==> src/rtl/bnn_threshold_packer.sv <==
// BNN sign activation: compares each popcount against a per-channel threshold and packs N_CH bits per word.
// Optional `THRESH_FLIP_EN: each threshold carries a flip bit selecting the < compare.
module bnn_threshold_packer #(
    parameter int unsigned SUM_WIDTH = 4,
    parameter int unsigned N_CH      = 8,
    localparam int unsigned CH_W     = $clog2(N_CH)
) (
    input  logic                 clk,
    input  logic                 reset,
    input  logic                 valid_in,
    input  logic [SUM_WIDTH-1:0] partial_sum_in,
    output logic                 in_ready,
    input  logic                 thr_we,
    input  logic [CH_W-1:0]      thr_addr,
`ifdef THRESH_FLIP_EN
    input  logic [SUM_WIDTH:0]   thr_data,
`else
    input  logic [SUM_WIDTH-1:0] thr_data,
`endif
    output logic [N_CH-1:0]      word_out,
    output logic                 word_valid,
    input  logic                 word_ready,
    output logic [CH_W-1:0]      ch_idx,
    output logic                 overflow
);

`ifdef THRESH_FLIP_EN
    localparam int unsigned TW = SUM_WIDTH + 1;
`else
    localparam int unsigned TW = SUM_WIDTH;
`endif

    typedef enum logic {COLLECT, FULL} state_t;

    state_t          state;
    logic [TW-1:0]   thr [N_CH];
    logic [N_CH-1:0] pack;
    logic [N_CH-1:0] new_word;
    logic [TW-1:0]   thr_sel;
    logic            act;
    logic            out_free;
    logic            last_ch;
    logic            thr_wr_ok;

    assign thr_sel   = thr[ch_idx];
    assign out_free  = !word_valid || word_ready;
    assign last_ch   = (ch_idx == CH_W'(N_CH - 1));
    assign thr_wr_ok = ({1'b0, thr_addr} < (CH_W + 1)'(N_CH));

    always_comb begin
`ifdef THRESH_FLIP_EN
        if (thr_sel[SUM_WIDTH])
            act = (partial_sum_in < thr_sel[SUM_WIDTH-1:0]);
        else
            act = (partial_sum_in >= thr_sel[SUM_WIDTH-1:0]);
`else
        act = (partial_sum_in >= thr_sel);
`endif
        new_word         = pack;
        new_word[ch_idx] = act;
    end

    always_ff @(posedge clk or posedge reset) begin
        if (reset) begin
            state      <= COLLECT;
            in_ready   <= 1'b1;
            pack       <= '0;
            word_out   <= '0;
            word_valid <= 1'b0;
            ch_idx     <= '0;
            overflow   <= 1'b0;
            for (int unsigned i = 0; i < N_CH; i++) thr[i] <= '0;
        end else begin
            // Threshold write lands at the edge, so a same-cycle compare sees the old entry.
            if (thr_we && thr_wr_ok) thr[thr_addr] <= thr_data;
            if (valid_in && !in_ready) overflow <= 1'b1;
            if (word_valid && word_ready) word_valid <= 1'b0;

            case (state)
                COLLECT: begin
                    if (valid_in) begin
                        if (last_ch) begin
                            ch_idx <= '0;
                            if (out_free) begin
                                word_out   <= new_word;
                                word_valid <= 1'b1;
                                pack       <= '0;
                            end else begin
                                pack     <= new_word;
                                state    <= FULL;
                                in_ready <= 1'b0;
                            end
                        end else begin
                            pack   <= new_word;
                            ch_idx <= ch_idx + CH_W'(1);
                        end
                    end
                end
                FULL: begin
                    if (word_valid && word_ready) begin
                        word_out   <= pack;
                        word_valid <= 1'b1;
                        pack       <= '0;
                        state      <= COLLECT;
                        in_ready   <= 1'b1;
                    end
                end
                default: begin
                    state    <= COLLECT;
                    in_ready <= 1'b1;
                end
            endcase
        end
    end

endmodule

==> config.mk <==
export PLATFORM = sky130hd
export DESIGN_NAME = bnn_threshold_packer
export DESIGN_NICKNAME = d
export VERILOG_FILES = /design/src/rtl/bnn_threshold_packer.sv
export SDC_FILE = /design/constraint.sdc
export NUM_CORES = 1
export LEC_CHECK = 0
export ABC_AREA = 1
export BUFFER_PORTS_ARGS = -buffer_cell sky130_fd_sc_hd__buf_2
export CAP_MARGIN = 20
export CORE_MARGIN = 2
export CORE_UTILIZATION = 53
export CTS_BUF_LIST = sky130_fd_sc_hd__clkbuf_8 sky130_fd_sc_hd__clkbuf_16
export DETAILED_ROUTE_END_ITERATION = 16
export HOLD_SLACK_MARGIN = 0.03
export PLACE_DENSITY = 0.8
export SLEW_MARGIN = 20
export SYNTH_ARGS = -nofsm -noshare
export SYNTH_HDL_FRONTEND = slang
export SYNTH_SLANG_ARGS = --single-unit
==> constraint.sdc <==
create_clock -name clk -period 2.15 [get_ports clk]
set_input_delay 0.215 -clock clk [delete_from_list [all_inputs] [get_ports clk]]
set_output_delay 0.215 -clock clk [all_outputs]
set_load 0.1 [all_outputs]
; Word-level counts from Yosys, hierarchy flattened
; Cells that the tools add are included.
[totals]
output_inout_bits = 14
in_bits = 16
reg_bits = 55
word_cells = 78
[op_classes]
bitwise_logic = 3
addsub = 1
order_cmp = 6
n_mux = 36
n_reduce_logical = 11
n_eq_ne = 6
[op_table]
columns = op, n
row1 = 8-bit 2-to-1 mux, 8
row2 = 32-bit bitwise mux, 1
row3 = 8-bit one-hot mux with 2 select lines, 2
row4 = 1-bit 2-to-1 mux, 14
row5 = 4-bit binary-select mux with 3-bit select, 1
row6 = 4-bit demux with 3-bit select, 1
row7 = 4-bit 2-to-1 mux, 3
row8 = 8-bit bitwise mux, 1
row9 = "4-bit >= comparator, second input constant", 2
row10 = "2-bit != test, second input constant", 4
row11 = 3-bit inverter with 4-bit output, 2
row12 = 4-bit AND reduction, 2
row13 = 1-bit one-hot mux with 2 select lines, 3
row14 = 4-bit >= comparator, 1
row15 = 1-bit logical AND, 4
row16 = "3-bit by 4-bit less-than comparator with 1-bit output, second input constant", 1
row17 = "4-bit by 1-bit less-than comparator with 1-bit output, second input constant", 1
row18 = 2-bit AND reduction, 2
row19 = "3-bit by 1-bit adder with 3-bit output, second input constant", 1
row20 = 1-bit demux with 3-bit select, 1
row21 = "3-bit == test, second input constant", 1
row22 = "3-bit by 1-bit >= comparator with 1-bit output, second input constant", 1
row23 = 3-bit 2-to-1 mux, 1
row24 = 1-bit logical NOT, 2
row25 = 3 further kinds, 3

; Logic depth before layout (Yosys ltp)
[logic_depth]
word_depth = 10
ltp_mapped = 17
depth_no_buf = 15

; Worst setup path before layout
; Ideal clock, no wire load.
[synth_timing]
path_type = flip-flop to flip-flop
start = register ch_idx[0]
end = register pack[2]
period_less_slack_ns = 2.870
slack_ns = -0.720
setup_ns = 0.127
stages_incl_launch_ff = 15
required_time_ns = 2.023
n_path_buf = 2
arrival_ns = 2.742
cell_sequence = dfrtp_1 > buf_6 > inv_4 > buf_6 > nor2_2 > inv_1 > o21ai_1 > nor2_1 > nand2_1 > inv_1 > ha_1 > a21oi_1 > nand4_1 > nand2_2 > o21ai_2
[synth_between]
elab_chain_len = 10
word_cells_on_any_way = 16
cone_classes = order compare (3) / eq/ne (1) / mux (10) / bitwise (1) / reduce/logical (1)
[synth_lines]
columns = element, line
row1 = "start, declared", 23  ; output logic [CH_W-1:0] ch_idx,
row2 = "start signal, assigned", 95  ; ch_idx <= ch_idx + CH_W'(1);
row3 = 3-bit inverter with 4-bit output (implied by the code), 45  ; assign thr_sel = thr[ch_idx];
row4 = 4-bit binary-select mux with 3-bit select, 45
row5 = 4-bit 2-to-1 mux (implied by the code) (2 in a row), 45
row6 = 4-bit >= comparator, 57  ; act = (partial_sum_in >= thr_sel);
row7 = 8-bit bitwise mux, 60  ; new_word[ch_idx] = act;
row8 = 8-bit 2-to-1 mux, 84  ; if (out_free) begin
row9 = 8-bit 2-to-1 mux (*), 82  ; if (last_ch) begin
row10 = 8-bit 2-to-1 mux (*), 81  ; if (valid_in) begin
row11 = 8-bit one-hot mux with 2 select lines (*), 79  ; case (state)
row12 = "end signal, assigned", 89  ; pack <= new_word;
row13 = "end signal, assigned", 94  ; pack <= new_word;
row14 = "end, declared", 37  ; logic [N_CH-1:0] pack;
; Mark *: on every way between the ends. The rest lies on a longest branch, timed or not. The select of a mux whose other input is x is not followed.
; A chain may end at the register's enable or synchronous reset.

; Worst setup path in the final report
[layout_timing]
start = register ch_idx[0]
end = register pack[6]
; Same word-level chain as after synthesis.

==> impl_results.md <==
- Global-route wire length before repair: about 11 mm
- Worst-margin pin slew: between 0.4 and 0.5 ns
- Synth Area in Simple Gates: 0.258
- Critical path's slowest cell: dfrtp_2
- Setup crit end kind: register
- Clk pwr share: 0.113
- Max-slew violations: 0
- Gate power share: 0.576
- Period utilization: 1.01
- Non-Filler Instances: between 400 and 500
- Seq pwr share: 0.312
- Worst-path clk slew: approximately 0.10 ns
- Adder-cell area share of the yosys netlist: 0.0263
- Syn avg cell area: 8.13 um2
- Min-Delay Path Class: in2reg
- Antenna violations before repair: 0
- Routed WL: about 6.5 mm
- Vias in the first global route: 2329
- I/O Buffers: 29
- Area Growth Syn to Fin: 18.2%
- Max Fclk: 461 MHz
- DRC violation total after the first TritonRoute iteration: roughly 190
- P_int: around 2400 uW
- CTS root buffer: clkbuf_8
- Clock Skew: between 0.004 and 0.005 ns
- CTS tree: yes
- Gr ovfl total: 0
- Sequential area share after synthesis: 0.483
- Most frequent cells in the layout: 105 x nand2_1, 51 x dfrtp_1, 35 x o21ai_0
- Buffer depth of the longest clock path: 2
- Final Hold Fails: 0
- Clk sink count: 55
- Inst Count DP: 453
- Post-route setup TNS: -0.0567 ns
- Failing checks: negative setup slack
- Initial DRT Pass Iterations: 4
- Mapped cell area: around 2900 um2
- Max-slew headroom: 0.669
- WS Path Type: reg2reg
- Yosys Warn Count: 0
- Nets: between 400 and 500
- Status: finished with violations
- Starting density of the core: 0.555
- Post-route ant nets: 0
- Via-per-instance ratio: between 5 and 6
- Post-synthesis cell type count: 31
- NetSw: 2700 uW
- TritonCTS buffer count: 5
- Later-pin clock latency in the skew report: roughly 0.31 ns
- Ratio of cells with drive above 1 in the final layout: 0.283
- Post-Synthesis Cells: around 350
- Commonest non-fill, non-tap cell in the layout: nand2_1
- Row count: 26
- Die H: ~77 um
- Arr. time, crit path: about 2.4 ns
- N_diodes: 0
- Buf+Inv Stages, Crit Path: 3
- Top Ports: 30
- DP HPWL: 4.67 mm
- Routed len/inst: between 10 and 15 um
- RSZ-0062 raised after global routing: true
- Final setup margin: -0.0205 ns
- Total track usage: 0.226
- CP top delay family: simple AND/OR/NAND/NOR gates
- Largest family of logic cells by synthesized area: simple AND/OR/NAND/NOR gates
- Synth Area in XOR/XNOR: 0
- Worst path required time: approximately 2.4 ns
- CP cell instances: buf_4 -> nor3_2 -> buf_4 -> nand2_1 -> nand2_1 -> nor2_1 -> nand2_1 -> inv_2 -> ha_4 -> a21oi_4 -> nand4_1 -> nand2_2 -> o21ai_2
- CP max FO: 8
- CP most frequent cell: nand2_1
- Setup crit start kind: register
- Die area: 5990 um2
- Min cycle time layout: roughly 2.2 ns
- Setup WS pre-CTS: -0.0342 ns
- IR Drop Worst-Case VDD: between 0.8 and 0.9 mV
- Mapped Nets: 373
- Final GP Congestion: slightly above 0.8
- Die width: ~77 um
- Largest net degree at the start of global routing: 24
- DR DRC count: 0
- Slowest cell delay on critical path: 0.47 ns
- Seq cells post-synth: 55
- Core area: 5140 um2
- Proportion of synthesized area in mux cells: 0
- Switching share of total power: 0.526
- Via count: ~2500
- Synth Area in Compound Gates: 0.166
- P_leak: around 0.0017 uW
- Max-cap violations: 0
- # setup viols final: 4
- Cell Pwr Density: between 1500 and 2000 nW/um2
- H-tree level count: 2
[per-stage QoR]
stage / util / power (uW) / cell area (um2) / hold WS, ns
after detailed placement: 0.613 / 4300 / 3150 / 0.213
after CTS: 0.635 / 4900 / 3260 / 0.122
after floorplan: - / 3800 / 2910 / 0.336
after global routing: 0.656 / 5440 / 3370 / 0.128
final: 0.656 / 5130 / 3370 / 0.124
after global placement: 0.613 / 4240 / 3150 / 0.211
[routing by layer]
| layer | vias up | routed length (um) | track usage |
|---|---|---|---|
| met5 | - | 0 | 0 |
| met4 | 0 | 127 | 0.0643 |
| met3 | 15 | 293 | 0.0279 |
| met2 | 78 | 3230 | 0.396 |
| met1 | 1159 | 2900 | 0.297 |
| li1 | 1229 | - | - |
[worst reg2reg max path: stages (launching register included)]
cell     delay (ns)
dfrtp_2        0.47
buf_4          0.16
nor3_2         0.17
buf_4          0.19
nand2_1        0.06
nand2_1        0.06
nor2_1         0.04
nand2_1        0.06
inv_2          0.05
ha_4           0.22
a21oi_4        0.23
nand4_1        0.18
nand2_2        0.12
o21ai_2        0.05
[timing repair]
action | in CTS | in global routing
resized for setup | 1 | 16
hold endpoints to repair | 15 | 0
hold buffers | 1 | 0
setup buffers | 1 | 7
cloned | 0 | 0
setup endpoints to repair | 13 | 16
pin swaps | 0 | 25
[cell usage after synthesis, drive strengths merged]
cell | number | area [um2]
nand3b | 1 | 7.51
nand3 | 4 | 20.0
buf | 4 | 35.0
o21a | 5 | 41.3
nand4 | 8 | 50.1
dfrtp | 54 | 1350
o21ai | 49 | 279
nand2 | 120 | 473
inv | 40 | 153
ha | 6 | 75.1
o211ai | 1 | 7.51
dfstp | 1 | 26.3
clkinv | 1 | 3.75
a22oi | 1 | 7.51
a21oi | 21 | 124
a21o | 1 | 7.51
o22ai | 1 | 6.26
nor2 | 30 | 155
nor3 | 3 | 30.0
[flip-flops by register name, summed over array words and instances, names as in the netlist]
signal      cells
ch_idx          3
in_ready        1
overflow        1
pack            8
state           1
thr            32
word_out        8
word_valid      1
[layout make-up]
cell class,instances,area (um2)
Tap cell,70,87.6
Clock buffer,5,68.8
Timing Repair Buffer,45,272
Sequential cell,55,1380
Multi-Input combinational cell,251,1380
Fill cell,445,1770
Clock inverter,3,18.8
Inverter,41,159
[path summary, 6_finish.rpt]
check | startpoint | to | slack, ns | cells after the start
max | ch_idx[0]$_DFFE_PP0P_ | pack[6]$_DFFE_PP0P_ | -0.02 | 13
min | thr_data[2] | thr[2]$_DFFE_PP0P_ | 0.12 | 3
max reg2reg | ch_idx[0]$_DFFE_PP0P_ | pack[6]$_DFFE_PP0P_ | -0.02 | 13
min reg2reg | overflow$_DFFE_PP0P_ | overflow$_DFFE_PP0P_ | 0.47 | 1
max in group asynchronous | reset | thr[19]$_DFFE_PP0P_ | 1.12 | 4
min in group asynchronous | reset | state$_DFF_PP0_ | 0.41 | 3
[power by group through the flow]
| stage | sequential, uW | combinational (uW) | clock, uW |
|---|---|---|---|
| after floorplan | 2420 | 1380 | 0 |
| after global placement | 1610 | 2630 | 0 |
| after detailed placement | 1620 | 2680 | 0 |
| after CTS | 1590 | 2720 | 582 |
| after global routing | 1630 | 3180 | 624 |
| final | 1600 | 2950 | 580 |
[logic make-up after synthesis]
family,count (synthesis)
AOI/OAI and AO/OA,79
adders and majority gates,6
buffers and inverters,45
DFF,55
and+or+nand+nor,166
(Power assumes the default switching activity.)
